**config.mk**
```make
export PLATFORM = sky130hd
export DESIGN_NAME = mem_access_unit
export DESIGN_NICKNAME = d
export VERILOG_FILES = /design/src/rtl/mem_access_unit.sv
export SDC_FILE = /design/constraint.sdc
export NUM_CORES = 1
export LEC_CHECK = 0
export ABC_AREA = 1
export CAP_MARGIN = 20
export CORE_MARGIN = 2
export CORE_UTILIZATION = 25
export DETAILED_ROUTE_END_ITERATION = 16
export HOLD_SLACK_MARGIN = 0.06
export PLACE_DENSITY_LB_ADDON = 0.12
export SKIP_LAST_GASP = 1
export SLEW_MARGIN = 20
export SYNTH_ARGS = -nofsm -noshare
export SYNTH_HDL_FRONTEND = slang
export SYNTH_SLANG_ARGS = --single-unit
```
**constraint.sdc**
```tcl
create_clock -name clk -period 7 [get_ports clk]
set_clock_uncertainty 0.05 [all_clocks]
set_input_delay 1.4 -clock clk [delete_from_list [all_inputs] [get_ports clk]]
set_output_delay 1.4 -clock clk [all_outputs]
set_load 0.005 [all_outputs]
```
**src/rtl/mem_access_unit.sv**
```systemverilog
// mem_access_unit: MEM-stage load/store engine issuing one SRAM-like request and registering raw results for WB
module mem_access_unit #(
  parameter int ADDR_W = 32,
  parameter int DATA_W = 32
) (
  input  logic              clk,
  input  logic              rst,
  input  logic              in_valid,
  output logic              in_ready,
  input  logic              in_load,
  input  logic              in_store,
  input  logic [1:0]        in_size,
  input  logic [ADDR_W-1:0] in_addr,
  input  logic [DATA_W-1:0] in_wdata,
  input  logic              flush,
  output logic              out_valid,
  input  logic              wb_allowin,
  output logic [DATA_W-1:0] wb_dmout,
  output logic [ADDR_W-1:0] wb_aluout,
  output logic              wb_adel,
  output logic              wb_ades,
  output logic              data_req,
  output logic              data_wr,
  output logic [1:0]        data_size,
  output logic [ADDR_W-1:0] data_addr,
  output logic [3:0]        data_wstrb,
  output logic [DATA_W-1:0] data_wdata,
  input  logic              data_addr_ok,
  input  logic              data_data_ok,
  input  logic [DATA_W-1:0] data_rdata
);
  typedef enum logic [1:0] {IDLE, REQ, WAIT} state_t;
  state_t state_q, state_d;
  logic discard_q, discard_d, ld_q, ld_d, out_valid_q, out_valid_d;
  logic [DATA_W-1:0] wb_dmout_q, wb_dmout_d, data_wdata_q, data_wdata_d;
  logic [ADDR_W-1:0] wb_aluout_q, wb_aluout_d, data_addr_q, data_addr_d;
  logic wb_adel_q, wb_adel_d, wb_ades_q, wb_ades_d;
  logic data_req_q, data_req_d, data_wr_q, data_wr_d;
  logic [1:0] data_size_q, data_size_d;
  logic [3:0] data_wstrb_q, data_wstrb_d, strb;
  logic [DATA_W-1:0] wrep;
  logic mis, accept, go_req, done, imm;
  always_comb begin
    mis = (in_size == 2'b01 && in_addr[0]) || (in_size[1] && in_addr[1:0] != 2'b00);
    in_ready = state_q == IDLE && (!out_valid_q || wb_allowin);
    accept = in_valid && in_ready && !flush;
    go_req = accept && (in_load || in_store) && !mis;
    imm = accept && !go_req;
    done = state_q == WAIT && data_data_ok;
    strb = in_size == 2'b00 ? 4'b0001 << in_addr[1:0] :
           in_size == 2'b01 ? (in_addr[1] ? 4'b1100 : 4'b0011) : 4'b1111;
    wrep = in_size == 2'b00 ? {4{in_wdata[7:0]}} :
           in_size == 2'b01 ? {2{in_wdata[15:0]}} : in_wdata;
    state_d = state_q == IDLE ? (go_req ? REQ : IDLE) :
              state_q == REQ  ? (data_addr_ok ? WAIT : REQ) :
                                (data_data_ok ? IDLE : WAIT);
    // a flush arriving together with data_ok still kills that completion
    discard_d = done ? 1'b0 : (flush && state_q != IDLE) ? 1'b1 : discard_q;
    out_valid_d = flush ? 1'b0 : (imm || (done && !discard_q)) ? 1'b1 : out_valid_q && !wb_allowin;
    wb_dmout_d = imm ? '0 : (done && !discard_q && !flush) ? (ld_q ? data_rdata : '0) : wb_dmout_q;
    wb_aluout_d = imm ? in_addr : (done && !discard_q && !flush) ? data_addr_q : wb_aluout_q;
    wb_adel_d = imm ? in_load && mis : (done && !discard_q && !flush) ? 1'b0 : wb_adel_q;
    wb_ades_d = imm ? in_store && mis : (done && !discard_q && !flush) ? 1'b0 : wb_ades_q;
    // request is never withdrawn once raised; only addr_ok drops it
    data_req_d = go_req ? 1'b1 : (state_q == REQ && data_addr_ok) ? 1'b0 : data_req_q;
    data_wr_d = go_req ? in_store : data_wr_q;
    data_size_d = go_req ? in_size : data_size_q;
    data_addr_d = go_req ? in_addr : data_addr_q;
    data_wstrb_d = go_req ? (in_store ? strb : 4'b0000) : data_wstrb_q;
    data_wdata_d = go_req ? wrep : data_wdata_q;
    ld_d = go_req ? in_load : ld_q;
  end
  always_ff @(posedge clk or posedge rst) begin
    if (rst) begin
      state_q <= IDLE;
      discard_q <= 1'b0;
      ld_q <= 1'b0;
      out_valid_q <= 1'b0;
      wb_dmout_q <= '0;
      wb_aluout_q <= '0;
      wb_adel_q <= 1'b0;
      wb_ades_q <= 1'b0;
      data_req_q <= 1'b0;
      data_wr_q <= 1'b0;
      data_size_q <= 2'b00;
      data_addr_q <= '0;
      data_wstrb_q <= 4'b0000;
      data_wdata_q <= '0;
    end else begin
      state_q <= state_d;
      discard_q <= discard_d;
      ld_q <= ld_d;
      out_valid_q <= out_valid_d;
      wb_dmout_q <= wb_dmout_d;
      wb_aluout_q <= wb_aluout_d;
      wb_adel_q <= wb_adel_d;
      wb_ades_q <= wb_ades_d;
      data_req_q <= data_req_d;
      data_wr_q <= data_wr_d;
      data_size_q <= data_size_d;
      data_addr_q <= data_addr_d;
      data_wstrb_q <= data_wstrb_d;
      data_wdata_q <= data_wdata_d;
    end
  end
  assign out_valid = out_valid_q;
  assign wb_dmout = wb_dmout_q;
  assign wb_aluout = wb_aluout_q;
  assign wb_adel = wb_adel_q;
  assign wb_ades = wb_ades_q;
  assign data_req = data_req_q;
  assign data_wr = data_wr_q;
  assign data_size = data_size_q;
  assign data_addr = data_addr_q;
  assign data_wstrb = data_wstrb_q;
  assign data_wdata = data_wdata_q;
endmodule

```
Yosys cells after proc, flatten, opt, wreduce, memory -nomap -nowiden:

Cells that the tools add are included.

* register bits after elaboration: 143
* bits in latches: 0
* memory bits (writable): 0
* ROM bits: 0
* output and inout port bits: 140
* logic and storage cells: 76
* memories kept: 0

* add/subtract/negate cells: 0
* $mul: 0
* div/mod/pow operators: 0
* magnitude comparators: 0
* equality and inequality tests: 3
* shifts and indexed selects: 1
* mux-type cells: 25
* bitwise gates (word level): 0
* reduce and logical (&&, ||, !) cells: 33

Operators by type and width (number)
* $mux 32: 7
* $logic_and 1x1->1: 16
* $mux 4: 4
* $mux 1: 10
* $reduce_bool 2->1: 5
* $mux 2: 4
* $logic_not 1->1: 6
* $eq 2x1->1 const B: 2
* $logic_not 2->1: 2
* $logic_or 1x1->1: 4
* $shl 1x2->4 const A: 1
* $eq 2x2->1 const B: 1

Longest topological paths before layout:

* depth in word-level cells: 12
* mapped depth: 10
* depth with buffers taken out: 8

Least setup slack after synthesis:

OpenSTA, ideal clock, no wires.

* path type: input-to-output
* start: in wb_allowin
* end: out in_ready
* arrival: 1.645 ns
* data required time: 5.550 ns
* path slack: 3.905 ns
* stages: 4
* buffers on the path: 0
* path through: inv_1 nand2_1 nand2_1 inv_1

* cells in the longest elaborated chain, start to end: 2

Ends and longest elaborated chain
* start: declaration: RTL line 17 `input logic wb_allowin,`
* $logic_or 1x1->1: RTL line 45 `in_ready = state_q == IDLE && (!out_valid_q || wb_allowin);`
* $logic_and 1x1->1: RTL line 45
* end: declaration: RTL line 9 `output logic in_ready,`

Every way passes these cells.

Final worst setup path:

* start: in in_size[1]
* end: reg data_addr_q[1] (netlist: data_addr[1])

* cells in the longest elaborated chain, start to end: 5
* elaborated cells on any way between the ends: 6

Ends and longest elaborated chain
* start: declaration: RTL line 12 `input logic [1:0] in_size,`
* $eq 2x1->1: RTL line 44 `mis = (in_size == 2'b01 && in_addr[0]) || (in_size[1] && in_addr[1:0] != 2'b00);`
* $logic_and 1x1->1: RTL line 44
* $logic_or 1x1->1 *: RTL line 44
* $logic_not 1->1 *: RTL line 47 `go_req = accept && (in_load || in_store) && !mis;`
* $logic_and 1x1->1 *: RTL line 47
* end signal: assignment: RTL line 101 `data_addr_q <= data_addr_d;`
* end: declaration: RTL line 36 `logic [ADDR_W-1:0] wb_aluout_q, wb_aluout_d, data_addr_q, data_addr_d;`

Mark *: on every way between the ends. The rest lies on a longest branch, timed or not.
A chain may end at the register's enable or synchronous reset.

==> results.ini <==
[outcome]
status = completed

[floorplan]
ios = 247
dieArea_um2 = 28210
rows = 60
start_util_pct = 25.22
die_y_um = 168.0
die-width_um = 168.0
coreArea_um2 = 26650

[timing]
fin_crit_ns = 4.861
maxSlewViolCount = 0
hold_violations = 0
worst_pin_slew_ns = 0.9936
final-setup-viol-count = 0
setup_slack_ns = 2.139
fmax_mhz = 205.7
rsz0062_at_grt = false
whs_ns = 0.4287
setup_tns_ns = 0
fin_crit_sh_pct = 69.44
max_slew_margin_pct = 33.76

[logic_synthesis]
synth_nets = 971
synthFlopType = dfrtp_1
synthSimpleGateAreaFrac_pct = 39.59
synth_area_um2 = 6721
synth-edff-count = 0
async_flop_share_pct = 100.0
synth-xor-area-share_pct = 0
ys_top_cells_by_area = dfrtp_1 53%, nand2_1 24%, nand3_1 8.2%
synth_top_family_by_area = simple AND/OR/NAND/NOR gates
synth_seq_cells = 143
synth_top_area_cell = dfrtp_1
postSynthAreaPerCell_um2 = 7.779
yosysSeqAreaShare_pct = 53.24
ys_types = 21
synth_adder_area_share_pct = 0
synth-compound-area-share_pct = 0.7818
synth_top_area_share_pct = 53.24
muxShareOfSynthArea_pct = 0
synth_cells = 864
yosys_warnings = 0

[detailed_routing]
dr.first_iter.drc_count = 409
dr.pass1.iters = 4
drt_wl_total_um = 22950
drt-wirelength-per-cell_um = 16.03
drc = 0
num_vias = 6337
drtAntennaViolNets = 0
vias_per_cell = 4.425

[setup_path]
criticalPathCategory = input pin to register
crit_required_ns = 7.30
startpoint_type = input pin
cp.arrival_ns = 5.17
r2r_slack_ns = 4.17
endpoint_kind = register
path_max_fanout = 34

[power]
comb_power_share_pct = 29.5
clockPowerShare_pct = 31.3
ir_worst_vdd_v = 0.0001214
pwr-share-seq_pct = 39.3
leakage_nw = 5.026
cellInternalPower_mw = 2.143
p_per_area_nw_per_um2 = 303.7
p_sw_mw = 0.9244
p_sw_share_pct = 30.14

[layout]
antenna_cells = 0
drive_above_1_share_pct = 4.675
layout.nets = 1186
area_growth_pct = 50.24
final_common_cell = nand2_1
final_cell_mix = 426 x nand2_1, 246 x clkdlybuf4s50_1, 142 x dfrtp_1
fillers = 2749

[placement]
dp_hpwl_um = 14580
numPortBuffers = 246
post-place-ws_ns = 1.557
routabilityCongestion = 0.7597

[job]
drv_cap = 0

[clocking]
insertion_delay_ns = 0.42
cts_buffers = 17
cts_tree = done
post_cts_resized = 0
root_buffer = clkbuf_16
clk_pin_slew_ns = 0.07
htreeDepth = 4
cts_setup_buffers = 0
cts_buffer_depth = 2
hold_buffers = 0
clock-sinks = 143

[grt]
antenna_found_initial = 0
grt_max_degree = 102
grt_overflow_total = 0
grt_pass1_vias = 6221
grt_use_total_pct = 16.41
grt_first_pass_wirelength_um = 36430

[min_path]
hold_path_class = register to register

metal layers:
layer / vias up / wire, µm / global-route usage, %
li1: 3179 / - / -
met3: 14 / 1374 / 4.466
met1: 2971 / 10670 / 22.54
met5: - / 0 / 0
met4: 0 / 189 / 3.819
met2: 173 / 10720 / 25.78
cell families after synthesis:
kind of cell / count (synthesis)
AND/OR/NAND/NOR: 610
flip-flops: 143
buffers and inverters: 101
AO/OA/AOI/OAI: 10
area by class of cell:
type | count | area, µm² | share of cell area [%]
clock inverter | 12 | 161.4 | 1.598
clock buffer | 19 | 452.9 | 4.485
multi-input combinational | 620 | 2753 | 27.26
timing repair buffer | 253 | 2555 | 25.30
sequential | 143 | 3580 | 35.45
tap | 341 | 426.7 | 4.225
inverter | 44 | 170.2 | 1.685
cells in the mapped netlist, types with 2 or more instances:
master	n
a21oi_1	6
buf_1	3
buf_2	28
buf_6	2
clkbuf_1	24
dfrtp_1	143
inv_1	41
inv_2	2
nand2_1	426
nand2_2	3
nand3_1	110
nand3b_1	32
nand4_1	32
nor2_1	2
nor2_4	2
o21ai_0	3
stage by stage:
step / cells / utilization (%) / cell area, µm² / power, mW
final: 1432 / 37.89 / 10100 / 3.067
after global routing: 1432 / 37.89 / 10100 / 3.260
after CTS: 1430 / 37.65 / 10030 / 3.118
after detailed placement: 1399 / 35.35 / 9420 / 2.133
after global placement: 1399 / 35.34 / 9419 / 2.134
after floorplan: 864 / - / 6721 / 1.502
critical path, stage by stage:
cell	delay [ns]
clkdlybuf4s50_1	0.79
inv_1	0.52
nand2_2	0.25
nand2_1	0.24
nand2_2	0.51
nor2_4	0.82
buf_4	0.43
nand2_1	0.09
nand2_1	0.07
flip-flops by register name (all words and copies together), names as in the netlist:
signal / count
data_addr: 32
data_wdata: 32
wb_aluout: 32
wb_dmout: 32
data_wstrb: 4
data_size: 2
state_q: 2
data_req: 1
data_wr: 1
discard_q: 1
ld_q: 1
out_valid: 1
wb_adel: 1
wb_ades: 1
final timing paths:
check                                 end            from  cells past startpoint
max                          data_addr[1]      in_size[1]                      9
min                        data_wdata[28]  data_wdata[28]                      2
max reg2reg                data_wdata[29]      state_q[0]                      6
min reg2reg                data_wdata[28]  data_wdata[28]                      2
max in group asynchronous    data_addr[6]             rst                      4
min in group asynchronous  data_wdata[26]             rst                      2
power by group through the flow:
| stage | clock network [mW] | registers [mW] | logic (mW) |
|---|---|---|---|
| floorplan | 0 | 1.19 | 0.309 |
| global placement | 0 | 1.21 | 0.919 |
| detailed placement | 0 | 1.22 | 0.917 |
| CTS | 0.991 | 1.21 | 0.919 |
| global route | 1.03 | 1.24 | 0.997 |
| finish | 0.959 | 1.20 | 0.904 |
Power figures use the tool's default switching activity.
